`config.mk`:
```
export PLATFORM = sky130hd
export DESIGN_NAME = ingress_scheduler
export DESIGN_NICKNAME = d
export VERILOG_FILES = /design/src/rtl/ingress_scheduler_pkg.sv /design/src/rtl/class_buffer.sv /design/src/rtl/ingress_scheduler.sv
export SDC_FILE = /design/constraint.sdc
export NUM_CORES = 1
export LEC_CHECK = 0
export CAP_MARGIN = 0
export CORE_MARGIN = 2
export CORE_UTILIZATION = 40
export CTS_BUF_LIST = sky130_fd_sc_hd__clkbuf_8
export DETAILED_ROUTE_END_ITERATION = 7
export GPL_ROUTABILITY_DRIVEN = 0
export PLACE_DENSITY_LB_ADDON = 0.25
export SYNTH_ARGS = -nofsm -noshare
export SYNTH_HDL_FRONTEND = slang
export SYNTH_HIERARCHICAL = 1
export SYNTH_SLANG_ARGS = --single-unit
```
`constraint.sdc`:
```
create_clock -name clk_i -period 7.1 [get_ports clk_i]
set_input_delay 2.13 -clock clk_i [delete_from_list [all_inputs] [get_ports clk_i]]
set_output_delay 2.13 -clock clk_i [all_outputs]
set_load 0.02 [all_outputs]
```
`src/rtl/ingress_scheduler_pkg.sv`:
```
// Shared definitions for the ingress scheduler slice.
// Holds the FSM state encoding, the class count, the class ID width and the
// nibble width. It also provides a helper for the round-robin index wrap.
package ingress_scheduler_pkg;

  localparam int NUM_CLASSES = 4;
  localparam int ID_W        = 2;
  localparam int DATA_W      = 4;

  typedef enum logic [1:0] {
    WAIT_INIT = 2'd0,
    ACTIVE    = 2'd1,
    HALT      = 2'd2
  } state_e;

  // Class index 'off' positions after 'base', wrapping modulo NUM_CLASSES.
  function automatic logic [ID_W-1:0] rr_index(input logic [ID_W-1:0] base,
                                               input logic [ID_W:0]   off);
    logic [ID_W:0] sum;
    sum = {1'b0, base} + off;
    return sum[ID_W-1:0];
  endfunction

endpackage

```
`src/rtl/class_buffer.sv`:
```
// Per-class holding FIFO for data nibbles.
// Ports:
//   clk_i, rst_ni    clock, async active-low reset (empties the FIFO)
//   wr_en_i/wr_data  enqueue one nibble (ignored when full)
//   rd_en_i          dequeue the head entry (ignored when empty)
//   rd_data_o        current head entry
//   full_o, empty_o  occupancy flags, derived from registered pointers only
module class_buffer
  import ingress_scheduler_pkg::*;
#(
  parameter int DEPTH = 2
) (
  input  logic              clk_i,
  input  logic              rst_ni,
  input  logic              wr_en_i,
  input  logic [DATA_W-1:0] wr_data_i,
  input  logic              rd_en_i,
  output logic [DATA_W-1:0] rd_data_o,
  output logic              full_o,
  output logic              empty_o
);

  localparam int AW = $clog2(DEPTH);

  // Pointers carry one extra wrap bit to tell full from empty.
  logic [AW:0]       wr_ptr_q, rd_ptr_q;
  logic [DATA_W-1:0] mem_q [DEPTH];

  assign empty_o   = (wr_ptr_q == rd_ptr_q);
  assign full_o    = (wr_ptr_q[AW] != rd_ptr_q[AW]) &&
                     (wr_ptr_q[AW-1:0] == rd_ptr_q[AW-1:0]);
  assign rd_data_o = mem_q[rd_ptr_q[AW-1:0]];

  always_ff @(posedge clk_i or negedge rst_ni) begin
    if (!rst_ni) begin
      wr_ptr_q <= '0;
      rd_ptr_q <= '0;
    end else begin
      if (wr_en_i && !full_o)  wr_ptr_q <= wr_ptr_q + (AW+1)'(1);
      if (rd_en_i && !empty_o) rd_ptr_q <= rd_ptr_q + (AW+1)'(1);
    end
  end

  always_ff @(posedge clk_i) begin
    if (wr_en_i && !full_o) mem_q[wr_ptr_q[AW-1:0]] <= wr_data_i;
  end

endmodule

```
`src/rtl/ingress_scheduler.sv`:
```
// Four-class ingress scheduler: buffers per-class nibbles, arbitrates them
// round-robin into a downstream layer and honours pause/continue/error
// flow control from that layer.
// Ports:
//   clk_i, rst_ni                 clock, async active-low reset
//   src_valid_i, src_data0..3_i   per-class source requests and nibbles
//   src_ready_o                   per-class acceptance
//   idle_i                        downstream layer ready for traffic
//   pause/continue_stb_i          per-class flow-control strobes
//   error_full_i                  per-class downstream overflow
//   pushdatoentrada_o, idinput_o, dato_in_o   registered push interface
//   paused_o, halted_o            flow-control status
//   sent_cnt0..3_o                per-class push counters (wrapping)
module ingress_scheduler
  import ingress_scheduler_pkg::*;
#(
  parameter int BUF_DEPTH = 2,
  parameter int CNT_W     = 8
) (
  input  logic                   clk_i,
  input  logic                   rst_ni,
  input  logic [NUM_CLASSES-1:0] src_valid_i,
  input  logic [DATA_W-1:0]      src_data0_i,
  input  logic [DATA_W-1:0]      src_data1_i,
  input  logic [DATA_W-1:0]      src_data2_i,
  input  logic [DATA_W-1:0]      src_data3_i,
  output logic [NUM_CLASSES-1:0] src_ready_o,
  input  logic                   idle_i,
  input  logic [NUM_CLASSES-1:0] pause_stb_i,
  input  logic [NUM_CLASSES-1:0] continue_stb_i,
  input  logic [NUM_CLASSES-1:0] error_full_i,
  output logic                   pushdatoentrada_o,
  output logic [ID_W-1:0]        idinput_o,
  output logic [DATA_W-1:0]      dato_in_o,
  output logic [NUM_CLASSES-1:0] paused_o,
  output logic                   halted_o,
  output logic [CNT_W-1:0]       sent_cnt0_o,
  output logic [CNT_W-1:0]       sent_cnt1_o,
  output logic [CNT_W-1:0]       sent_cnt2_o,
  output logic [CNT_W-1:0]       sent_cnt3_o
);

  state_e                 state_q;
  logic                   halted_q;
  logic [NUM_CLASSES-1:0] paused_q, paused_d;
  logic [ID_W-1:0]        rr_ptr_q;
  logic                   push_q;
  logic [ID_W-1:0]        id_q;
  logic [DATA_W-1:0]      dato_q;
  logic [CNT_W-1:0]       cnt_q [NUM_CLASSES];

  logic [DATA_W-1:0]      src_data [NUM_CLASSES];
  logic [DATA_W-1:0]      buf_data [NUM_CLASSES];
  logic [NUM_CLASSES-1:0] buf_full, buf_empty, accept, eligible, rd_en;
  logic                   grant_vld;
  logic [ID_W-1:0]        grant_id;

  assign src_data[0] = src_data0_i;
  assign src_data[1] = src_data1_i;
  assign src_data[2] = src_data2_i;
  assign src_data[3] = src_data3_i;

  // Ready looks only at registered occupancy, so a same-cycle dequeue never
  // opens room for an accept into a full buffer.
  assign src_ready_o = ~buf_full & {NUM_CLASSES{state_q != WAIT_INIT}};
  assign accept      = src_valid_i & src_ready_o;

  // A pause strobe blocks its class in the very cycle it arrives.
  assign eligible = ~buf_empty & ~paused_q & ~pause_stb_i &
                    {NUM_CLASSES{state_q == ACTIVE}};

  assign paused_d = pause_stb_i | (paused_q & ~continue_stb_i);

  for (genvar g = 0; g < NUM_CLASSES; g++) begin : g_buf
    class_buffer #(.DEPTH(BUF_DEPTH)) u_buf (
      .clk_i     (clk_i),
      .rst_ni    (rst_ni),
      .wr_en_i   (accept[g]),
      .wr_data_i (src_data[g]),
      .rd_en_i   (rd_en[g]),
      .rd_data_o (buf_data[g]),
      .full_o    (buf_full[g]),
      .empty_o   (buf_empty[g])
    );
  end

  // Scan from farthest to nearest so the class right after the pointer wins.
  always_comb begin
    grant_vld = 1'b0;
    grant_id  = '0;
    rd_en     = '0;
    for (int k = NUM_CLASSES; k >= 1; k--) begin
      if (eligible[rr_index(rr_ptr_q, (ID_W+1)'(k))]) begin
        grant_vld = 1'b1;
        grant_id  = rr_index(rr_ptr_q, (ID_W+1)'(k));
      end
    end
    if (grant_vld) rd_en[grant_id] = 1'b1;
  end

  always_ff @(posedge clk_i or negedge rst_ni) begin
    if (!rst_ni) begin
      state_q  <= WAIT_INIT;
      halted_q <= 1'b0;
    end else begin
      case (state_q)
        WAIT_INIT: if (idle_i) state_q <= ACTIVE;
        ACTIVE: if (|error_full_i) begin
          state_q  <= HALT;
          halted_q <= 1'b1;
        end
        HALT: if ((|continue_stb_i) && !(|error_full_i)) begin
          state_q  <= ACTIVE;
          halted_q <= 1'b0;
        end
        default: begin
          state_q  <= WAIT_INIT;
          halted_q <= 1'b0;
        end
      endcase
    end
  end

  always_ff @(posedge clk_i or negedge rst_ni) begin
    if (!rst_ni) begin
      push_q   <= 1'b0;
      id_q     <= '0;
      dato_q   <= '0;
      rr_ptr_q <= ID_W'(NUM_CLASSES - 1);
      paused_q <= '0;
      for (int i = 0; i < NUM_CLASSES; i++) cnt_q[i] <= '0;
    end else begin
      paused_q <= paused_d;
      push_q   <= grant_vld;
      if (grant_vld) begin
        id_q            <= grant_id;
        dato_q          <= buf_data[grant_id];
        rr_ptr_q        <= grant_id;
        cnt_q[grant_id] <= cnt_q[grant_id] + CNT_W'(1);
      end
    end
  end

  assign pushdatoentrada_o = push_q;
  assign idinput_o         = id_q;
  assign dato_in_o         = dato_q;
  assign paused_o          = paused_q;
  assign halted_o          = halted_q;
  assign sent_cnt0_o       = cnt_q[0];
  assign sent_cnt1_o       = cnt_q[1];
  assign sent_cnt2_o       = cnt_q[2];
  assign sent_cnt3_o       = cnt_q[3];

endmodule

```
==> flow_metrics.env <==
export IMPL_status="finished, final reports clean"
export IMPL_wirelength_mm=12.2
export IMPL_drc=0
export IMPL_postLayoutCellArea_sq_um=6230
export IMPL_core_sq_um=12500
export IMPL_ant_nets=0
export IMPL_fmax_mhz=179
export IMPL_async_flop_share_pct=66.7
export IMPL_r2r_end="sent_cnt0_o[6]"
export IMPL_r2r_setup_slack_ps=2670
export IMPL_initialDrtViolationCount=268
export IMPL_finalSetupTns_ps=0
export IMPL_ys_ff_latch=96
export IMPL_antenna_found_initial=0
export IMPL_die_h_um=117
export IMPL_layout_min_cycle_time_ps=5580
export IMPL_cts_hold_fix_buffers=0
export IMPL_syn_area_sq_um=5060
export IMPL_p_leak_nw=2.56
export IMPL_rsz0062_at_grt="false"
export IMPL_grt_pass1_wl_mm=19.8
export IMPL_post_dp_cell_area_sq_um=6040
export IMPL_synthMostInstantiatedCell="nand2_1"
export IMPL_min_path_type="reg2reg"
export IMPL_stdcell_count=742
export IMPL_hold_viol=0
export IMPL_clkPwrFrac_pct=14.7
export IMPL_fin_nets=601
export IMPL_r2r_start="g_buf[1].u_buf/rd_ptr_q[0]"
export IMPL_ys_flop_type="dfrtp_1"
export IMPL_ys_types=55
export IMPL_cp_max_fo=18
export IMPL_p_seq_share_pct=38.4
export IMPL_syn_inst=490
export IMPL_max_cap_viol_count=0
export IMPL_power_net_switching_mw=1.03
export IMPL_cts_resized_gates=0
export IMPL_grt_use_total_pct=19.1
export IMPL_synth_common_cells="nand2_1 (80), dfrtp_1 (62), nor2_1 (34)"
export IMPL_setup_violations=0
export IMPL_ys_seq_area_share_pct=50.7
export IMPL_dr_pass1_iters=4
export IMPL_final_core_util_pct=49.9
export IMPL_io_buffer_count=82
export IMPL_syn_nets=526
export IMPL_dieArea_sq_um=13600
export IMPL_rr_worst_depth=12
export IMPL_grt_overflow=0
export IMPL_place_hpwl_mm=8.87
export IMPL_die_w_um=117
export IMPL_yosys_warnings=6
export IMPL_fill_cells=1144
export IMPL_syn_mean_instance_area_sq_um=10.3
export IMPL_critPathKind="in2reg"
export IMPL_clkLatencyLatePin_ps=370
export IMPL_num_antenna_cells=0
export IMPL_tightest_slew_ps=935
export IMPL_vias_per_cell=5.34
export IMPL_fin_crit_sh_pct=78.5
export IMPL_cts_root_buf="clkbuf_8"
export IMPL_yosys_area_top_type="dfrtp_1"
export IMPL_peakVddDrop_mv=0.215
export IMPL_io_pins=83
export IMPL_drive_above_1_share_pct=10.7
export IMPL_tritoncts="yes"
export IMPL_rows=41
export IMPL_routedWlPerCell_um=16.4
export IMPL_cts_buffers=9
export IMPL_start_util_pct=40.6
export IMPL_yosys_top_cells_area="dfrtp_1 (31%), edfxtp_1 (19%), nand2_1 (5.9%)"
export IMPL_fin_skew_ps=8.41
export IMPL_min_from="sent_cnt3_o[7]"
export IMPL_setup_ws_ps=1520
export IMPL_required_ps=7390
export IMPL_numPlacedInstances=726
export IMPL_synth_edf_count=32
export IMPL_relSlewSlack_pct=37.6
export IMPL_clk_pin_slew_ps=90
export IMPL_crit_path_end_kind="register"
export IMPL_p_comb_share_pct=46.9
export IMPL_htreeDepth=3
export IMPL_clk_path_buf_depth=2
export IMPL_cellInternalPower_mw=1.37
export IMPL_powerDensity_nw_per_um2=386
export IMPL_synth_top_cell_area_share_pct=30.6
export IMPL_maxSlewViolCount=0
export IMPL_grt_start_max_net_pins=65
export IMPL_grt_pass1_vias=3907
export IMPL_syn2layout_area_growth_pct=23.0
export IMPL_fin_hold_ws_ps=472
export IMPL_via_count=3965
export IMPL_cp_start_kind="input port"
export IMPL_dp_worst_setup_slack_ps=1190
export IMPL_p_total_mw=2.40
export IMPL_clock_sinks=96
export IMPL_crit_arrival_ps=5870
export IMPL_swShare_pct=42.8
export IMPL_min_to="sent_cnt3_o[7]"
export IMPL_min_delay_path_depth=1
export IMPL_post_cts_buffers=0
state kept, by name, indices dropped and copies added (netlist names):
name,flops
idinput_o,2
g_buf.u_buf/rd_ptr_q,8
sent_cnt1_o,8
pushdatoentrada_o,1
sent_cnt3_o,8
sent_cnt2_o,8
dato_in_o,4
halted_o,1
state_q,2
g_buf.u_buf/wr_ptr_q,8
sent_cnt0_o,8
paused_o,4
rr_ptr_q,2
g_buf.u_buf/mem_q,32
routing by layer:
layer	up-vias	part of all wire [%]	global-route usage (%)
met3	16	5.5	3.48
met2	122	48	30.4
met1	1931	45	26.2
met4	0	1.6	6.67
li1	1896	-	-
met5	-	0	0
layout make-up:
cell class              count  area, sq um  share of cell area, %
repair buffers             87          853                   13.7
inverters                  18         67.6                   1.09
clock buffers               9          124                   1.99
flip-flops and latches     96         2560                   41.2
multi-input cells         353         2330                   37.5
clock inverters             7         66.3                   1.07
well taps                 172          215                   3.46
power by group through the flow:
stage	clock, mW	combinational [mW]	sequential, mW
floorplan	0	0.730	0.918
global placement	0	1.10	0.926
detailed placement	0	1.12	0.932
CTS	0.361	1.13	0.922
global route	0.387	1.24	0.949
finish	0.352	1.13	0.922
worst max-delay path, cell delays in order:
cell and delay (ps):
clkdlybuf4s50_1 450, nor3_2 490, o21ai_0 150, a21oi_1 430, or2_1 580, nor2_1 120, nor2_1 160, ha_1 460
nand2_1 220, or4_1 470, a31oi_1 190
layout by cell type (no fill, tap or decap), types with 6 or more instances in the layout:
cell and count:
xor2_1 14, or4_1 6, o211ai_1 8, mux2_2 22
nor3_1 12, nor2_1 34, and3_1 11, nand2_1 80
inv_1 19, nand3_1 15, nand2b_1 9, xnor2_1 11
edfxtp_1 32, a21oi_1 13, clkdlybuf4s50_1 81, dfrtp_1 62
o31ai_1 6, mux2i_1 19, clkbuf_8 9, o21ai_0 22
worst max-delay path by stage:
stage / to / start
CTS: sent_cnt0_o[6] / pause_stb_i[1]
detailed placement: sent_cnt0_o[6] / pause_stb_i[1]
global placement: sent_cnt2_o[6] / pause_stb_i[1]
floorplan: sent_cnt0_o[6] / pause_stb_i[2]
global route: sent_cnt0_o[6] / pause_stb_i[1]
finish: sent_cnt0_o[6] / pause_stb_i[1]
kinds of logic (layout without fill, tap and decap cells):
| family | count (synthesis) | count (layout) | share of synthesized area [%] |
|---|---|---|---|
| AND/OR/NAND/NOR | 196 | 196 | 19.1 |
| AO/OA/AOI/OAI | 85 | 85 | 12.1 |
| buffers and inverters | 41 | 121 | 3.36 |
| flip-flops | 96 | 96 | 50.7 |
| multiplexers | 42 | 42 | 8.95 |
| XOR/XNOR | 29 | 29 | 5.61 |
| adder cells (fa/ha/maj) | 1 | 1 | 0.247 |
Power figures use the tool's default switching activity.
